$ cat config.mk
export PLATFORM = sky130hd
export DESIGN_NAME = comparator_bist_flat
export DESIGN_NICKNAME = d
export VERILOG_FILES = /design/src/rtl/comparator_bist_if.sv /design/src/rtl/comparator_bist.sv /design/src/flat_wrapper.sv
export SDC_FILE = /design/constraint.sdc
export NUM_CORES = 1
export LEC_CHECK = 0
export CAP_MARGIN = 20
export CORE_MARGIN = 2
export CORE_UTILIZATION = 55
export CTS_CLUSTER_DIAMETER = 30
export CTS_CLUSTER_SIZE = 14
export DETAILED_ROUTE_END_ITERATION = 8
export PLACE_DENSITY_LB_ADDON = 0.12
export SKIP_LAST_GASP = 1
export SYNTH_ARGS = -nofsm -noshare
export SYNTH_HDL_FRONTEND = slang
export SYNTH_SLANG_ARGS = --single-unit
$ cat constraint.sdc
create_clock -name clk -period 4.5 [get_ports clk]
set_clock_uncertainty 0.05 [all_clocks]
set_input_delay 0.9 -clock clk [delete_from_list [all_inputs] [get_ports clk]]
set_output_delay 0.9 -clock clk [all_outputs]
set_load 0.1 [all_outputs]
$ cat src/rtl/comparator_bist_if.sv
// comparator_bist_if
//   Connection between the BIST engine and the combinational comparator it
//   exercises.
//   master (BIST side): drives test_a/test_b, receives dut_eq/dut_lt/dut_gt.
//   slave  (comparator side): receives the operands, drives the three flags.
interface comparator_bist_if #(
  parameter int WIDTH = 4
) ();

  logic [WIDTH-1:0] test_a;
  logic [WIDTH-1:0] test_b;
  logic             dut_eq;
  logic             dut_lt;
  logic             dut_gt;

  modport master (
    output test_a,
    output test_b,
    input  dut_eq,
    input  dut_lt,
    input  dut_gt
  );

  modport slave (
    input  test_a,
    input  test_b,
    output dut_eq,
    output dut_lt,
    output dut_gt
  );

endinterface

$ cat src/rtl/comparator_bist.sv
// comparator_bist
//   Exhaustive built-in self-test for a combinational magnitude comparator.
//   The engine sweeps every {a,b} operand pair, with b varying fastest. It
//   spends one cycle driving each vector and one cycle checking the returned
//   flags against a golden unsigned comparison. It then reports pass/fail, a
//   saturating mismatch count and the first failing vector.
// Ports
//   clk        rising-edge clock
//   rst_n      asynchronous active-low reset
//   start      begin a sweep (honoured only in IDLE or DONE)
//   cmp        comparator_bist_if.master: test_a/test_b out, eq/lt/gt flags in
//   busy       high while a sweep is running
//   done       high from sweep completion until the next start or reset
//   pass       valid with done; 1 when no mismatches were seen
//   err_count  mismatching vector count, saturating at all-ones
//   fail_a     operand A of the first mismatching vector (0 if none)
//   fail_b     operand B of the first mismatching vector (0 if none)
module comparator_bist #(
  parameter int WIDTH = 4
) (
  input  logic                 clk,
  input  logic                 rst_n,
  input  logic                 start,
  comparator_bist_if.master    cmp,
  output logic                 busy,
  output logic                 done,
  output logic                 pass,
  output logic [2*WIDTH:0]     err_count,
  output logic [WIDTH-1:0]     fail_a,
  output logic [WIDTH-1:0]     fail_b
);

  localparam int CW = 2 * WIDTH;
  localparam int EW = 2 * WIDTH + 1;

  localparam logic [CW-1:0] CNT_ZERO = '0;
  localparam logic [CW-1:0] CNT_MAX  = '1;
  localparam logic [CW-1:0] CNT_ONE  = {{(CW-1){1'b0}}, 1'b1};
  localparam logic [EW-1:0] ERR_ZERO = '0;
  localparam logic [EW-1:0] ERR_MAX  = '1;
  localparam logic [EW-1:0] ERR_ONE  = {{(EW-1){1'b0}}, 1'b1};
  localparam logic [WIDTH-1:0] OP_ZERO = '0;

  typedef enum logic [1:0] {
    ST_IDLE  = 2'd0,
    ST_DRIVE = 2'd1,
    ST_CHECK = 2'd2,
    ST_DONE  = 2'd3
  } state_t;

  state_t           state_q;
  logic [CW-1:0]    cnt_q;       // {a,b}; b in the low half so it varies fastest
  logic [EW-1:0]    err_q;
  logic [WIDTH-1:0] fail_a_q;
  logic [WIDTH-1:0] fail_b_q;
  logic             first_q;     // a mismatch has already been latched
  logic             busy_q;
  logic             done_q;
  logic             pass_q;

  logic [WIDTH-1:0] op_a_s;
  logic [WIDTH-1:0] op_b_s;
  logic [2:0]       exp_flags_s;
  logic [2:0]       got_flags_s;
  logic             mismatch_s;
  logic             last_s;
  logic [EW-1:0]    err_d;
  logic [CW-1:0]    cnt_d;

  assign op_a_s = cnt_q[CW-1:WIDTH];
  assign op_b_s = cnt_q[WIDTH-1:0];

  // Golden comparison, mismatch detection and next counter values
  always_comb begin
    exp_flags_s = {(op_a_s == op_b_s), (op_a_s < op_b_s), (op_a_s > op_b_s)};
    got_flags_s = {cmp.dut_eq, cmp.dut_lt, cmp.dut_gt};
    // A vector counts once no matter how many flags are wrong. This covers
    // the all-zero and multi-hot patterns.
    mismatch_s  = (got_flags_s != exp_flags_s);
    last_s      = (cnt_q == CNT_MAX);
    cnt_d       = cnt_q + CNT_ONE;
    if (mismatch_s && (err_q != ERR_MAX)) begin
      err_d = err_q + ERR_ONE;
    end else begin
      err_d = err_q;
    end
  end

  // Sweep sequencer with registered status outputs
  always_ff @(posedge clk or negedge rst_n) begin
    if (!rst_n) begin
      state_q  <= ST_IDLE;
      cnt_q    <= CNT_ZERO;
      err_q    <= ERR_ZERO;
      fail_a_q <= OP_ZERO;
      fail_b_q <= OP_ZERO;
      first_q  <= 1'b0;
      busy_q   <= 1'b0;
      done_q   <= 1'b0;
      pass_q   <= 1'b0;
    end else begin
      case (state_q)
        ST_IDLE, ST_DONE: begin
          // In DONE the last vector stays on test_a/test_b until a restart.
          if (start) begin
            state_q  <= ST_DRIVE;
            cnt_q    <= CNT_ZERO;
            err_q    <= ERR_ZERO;
            fail_a_q <= OP_ZERO;
            fail_b_q <= OP_ZERO;
            first_q  <= 1'b0;
            busy_q   <= 1'b1;
            done_q   <= 1'b0;
            pass_q   <= 1'b0;
          end
        end
        ST_DRIVE: begin
          // Operands are already on the bus; give the comparator a cycle.
          state_q <= ST_CHECK;
        end
        ST_CHECK: begin
          err_q <= err_d;
          if (mismatch_s && !first_q) begin
            fail_a_q <= op_a_s;
            fail_b_q <= op_b_s;
            first_q  <= 1'b1;
          end
          // The terminal test on all-ones stops the counter before it wraps.
          // As a result the (max,max) vector is checked exactly once.
          if (last_s) begin
            state_q <= ST_DONE;
            busy_q  <= 1'b0;
            done_q  <= 1'b1;
            pass_q  <= (err_d == ERR_ZERO);
          end else begin
            cnt_q   <= cnt_d;
            state_q <= ST_DRIVE;
          end
        end
        default: begin
          state_q <= ST_IDLE;
          busy_q  <= 1'b0;
          done_q  <= 1'b0;
          pass_q  <= 1'b0;
        end
      endcase
    end
  end

  assign cmp.test_a = op_a_s;
  assign cmp.test_b = op_b_s;
  assign busy       = busy_q;
  assign done       = done_q;
  assign pass       = pass_q;
  assign err_count  = err_q;
  assign fail_a     = fail_a_q;
  assign fail_b     = fail_b_q;

endmodule

$ cat src/flat_wrapper.sv
// flat-port wrapper written by rule: the top's interface ports become plain ports
module comparator_bist_flat 
#(
  parameter int WIDTH = 4
)
  (clk, rst_n, start, busy, done, pass, err_count, fail_a, fail_b, cmp_test_a, cmp_test_b, cmp_dut_eq, cmp_dut_lt, cmp_dut_gt);
  comparator_bist_if #(.WIDTH(WIDTH)) cmp_i ();
  input  logic clk;
  input  logic rst_n;
  input  logic start;
  output logic busy;
  output logic done;
  output logic pass;
  output logic [2*WIDTH:0] err_count;
  output logic [WIDTH-1:0] fail_a;
  output logic [WIDTH-1:0] fail_b;
  output wire logic [$bits(cmp_i.test_a)-1:0] cmp_test_a;
  output wire logic [$bits(cmp_i.test_b)-1:0] cmp_test_b;
  input wire logic [$bits(cmp_i.dut_eq)-1:0] cmp_dut_eq;
  input wire logic [$bits(cmp_i.dut_lt)-1:0] cmp_dut_lt;
  input wire logic [$bits(cmp_i.dut_gt)-1:0] cmp_dut_gt;
  assign cmp_test_a = cmp_i.test_a;
  assign cmp_test_b = cmp_i.test_b;
  assign cmp_i.dut_eq = cmp_dut_eq;
  assign cmp_i.dut_lt = cmp_dut_lt;
  assign cmp_i.dut_gt = cmp_dut_gt;
  comparator_bist #(.WIDTH(WIDTH)) u_core (.clk(clk), .rst_n(rst_n), .start(start), .cmp(cmp_i), .busy(busy), .done(done), .pass(pass), .err_count(err_count), .fail_a(fail_a), .fail_b(fail_b));
endmodule
==> results.cfg <==
[routing]
vias = 1816
ant_nets = 0
drc = 0
routed_wl_mm = 4.76
drt-pass1-iter-count = 4
drtIter0Drc = 173
via_per_inst = 6.16
avgRoutedWirePerCell_um = 16.1

[power]
p_total_w = 0.00165
powerDensity_mw_per_mm2 = 696
internal_power_w = 0.000691
seqPwrFrac = 0.257
power_frac_comb = 0.643
ir_worst_vdd_mv = 0.461
switching_power_w = 0.000958
netSwitchingFraction = 0.581
leakagePower_nw = 1.03
clockPowerShare = 0.100

[grt]
antenna_found_initial = 0
grt_pass1_wl_mm = 8.25
grt_pass1_vias = 1764
overflow = 0
grt_max_degree = 34
grtUsageTotal = 0.265

[flow_run]
maxCapViolations = 0

[sta]
setup_viol = 0
max_freq_mhz = 326
finalHoldViolations = 0
tightest_slew_ps = 981
timing.final.crit_share = 0.683
maxSlewViolCount = 0
max_slew_margin = 0.344
period_minus_slack_ps = 3070
rsz0062_at_grt = false
setup_tns_ps = 0

[clock_network]
cts_root_buf = clkbuf_4
cts_buffer_depth = 2
cts_setup_buffers = 0
cts_tree = built
clkLatencyLatePin_ps = 350
ctsHoldBuffers = 0
cts_resized = 0
cts_buffers = 5
clkSinkCount = 31
htreeDepth = 2
clkTransAtPathRegs_ps = 100

[critical_path]
path_buf_inv = 1
cp.arrival_ps = 2120
crit_family = buffers and inverters
path_cells = clkdlybuf4s50_1
path_max_fanout = 13
crit_type = flip-flop to output pin
crit_slowest_cell = clkdlybuf4s50_1
critPathLaunchType = flip-flop
max_stage_delay_ps = 1200
cp.required_ps = 3550
end_kind = output pin

[floorplan]
start_util = 0.580
fp.dieH_um = 63.5
die_x_um = 63.5
rows = 21
die_area_mm2 = 0.00404
ios = 34
core_area_mm2 = 0.00336

[synth]
synth_ff_type = dfrtp_1
synth_edf_count = 0
netlist_instances = 216
ys_types = 45
synth-async-reset-ratio = 1.00
synth-warning-count = 0
synth_nets = 231
synth_area_mm2 = 0.00195
yosysSeqAreaShare = 0.398
synth_area_per_cell_um2 = 9.02
ys_ff_latch = 31

[outcome]
status = completed

[final_layout]
syn_to_final_growth_pct = 21.6
drive_above_1_share = 0.0763
fin_util = 0.705
finalNetCount = 263
diodes = 0
instances_no_fill = 295

[place]
dp_cells = 287
hpwlAfterDp_mm = 3.38
port_buffers = 33
gp_congestion = 0.939

[min_path]
min_path_type = flip-flop to flip-flop
-- power groups by stage --
stage | sequential (W) | clock, W | combinational (W)
2_1_floorplan | 0.000763 | 0 | 0.000466
5_1_grt | 0.000435 | 0.000181 | 0.00114
3_3_place_gp | 0.000424 | 0 | 0.00103
6_report | 0.000424 | 0.000165 | 0.00106
3_5_place_dp | 0.000429 | 0 | 0.00105
4_1_cts | 0.000423 | 0.000167 | 0.00105
-- routing by layer --
layer	wire (µm)	global-route usage	vias to the layer above
li1	-	-	867
met1	2100	0.349	867
met2	2200	0.400	71
met3	337	0.0732	11
met4	123	0.128	0
met5	0	0	-
-- final timing paths --
| check | start | to | slack [ps] | cells after the start |
|---|---|---|---|---|
| worst max-delay path | u_core.err_count[0] | err_count[0] | 1430 | 1 |
| worst min-delay path | u_core.fail_a[0] | u_core.fail_a[0] | 470 | 1 |
| worst max register to register | u_core.cnt_q[3] | u_core.pass | 1650 | 10 |
| worst min register to register | u_core.fail_a[0] | u_core.fail_a[0] | 470 | 1 |
| max in group asynchronous | rst_n | u_core.fail_a[2] | 3210 | 2 |
| min in group asynchronous | rst_n | u_core.fail_b[3] | 880 | 2 |
-- area by class of cell --
cell class / instances / area (µm²)
multi-input combinational: 164 / 1090
fill: 282 / 993
sequential: 31 / 776
timing repair buffer: 37 / 360
tap: 46 / 57.6
clock buffer: 7 / 45.0
inverter: 9 / 33.8
clock inverter: 1 / 5.00
-- synth_stat cells (3+ instances only) --
cell type	count	area (µm²)
nand3_1	13	65.1
nor2b_1	3	18.8
and3_1	4	25.0
clkbuf_1	10	37.5
inv_1	8	30.0
nand2_1	12	45.0
ha_1	9	113
or2_2	3	18.8
xor2_1	3	26.3
a21oi_1	11	55.1
mux2i_1	6	60.1
nand4_1	9	56.3
dfrtp_1	31	776
or3_1	4	25.0
nor4_1	4	25.0
a22o_1	10	87.6
o21ai_0	13	65.1
a41oi_1	3	26.3
nor3_1	9	45.0
nor2_1	20	75.1
-- registers in the layout, indices dropped and copies added, names as in the netlist --
signal / count
u_core.err_count: 9
u_core.state_q: 2
u_core.pass: 1
u_core.fail_a: 4
u_core.first_q: 1
u_core.busy: 1
u_core.done: 1
u_core.cnt_q: 8
u_core.fail_b: 4
-- stage by stage --
stage	cell area (µm²)	hold WS [ps]	worst slack, ps
detailed placement	2320	443	1260
finish	2370	467	1430
floorplan	1950	437	1380
global route	2370	483	1350
global placement	2320	436	1330
CTS	2370	470	1430
-- cells in the final DEF, fill, tap and decap left out, types with 3 or more instances in the layout --
cell,netlist,layout
clkdlybuf4s50_1,0,33
dfrtp_1,31,31
nor2_1,20,20
nand3_1,13,13
o21ai_0,13,13
nand2_1,12,12
a21oi_1,11,11
a22o_1,10,10
nand4_1,9,9
nor3_1,9,9
ha_1,9,9
inv_1,8,8
mux2i_1,6,6
clkbuf_4,0,5
and3_1,4,4
or3_1,4,4
buf_4,0,4
nor2b_1,3,3
xor2_1,3,3
or2_2,3,3
nor4_1,4,3
a41oi_1,3,3
-- cells by family (layout without fill, tap and decap cells) --
logic type	Yosys count	count (layout)	share of synthesized area
AO/OA/AOI/OAI	52	52	0.193
flip-flops	31	31	0.398
AND/OR/NAND/NOR	91	91	0.247
XOR/XNOR	5	5	0.0225
multiplexers	7	7	0.0366
adder cells (fa/ha/maj)	9	9	0.0578
buffers and inverters	21	54	0.0449
Power figures use the tool's default switching activity.
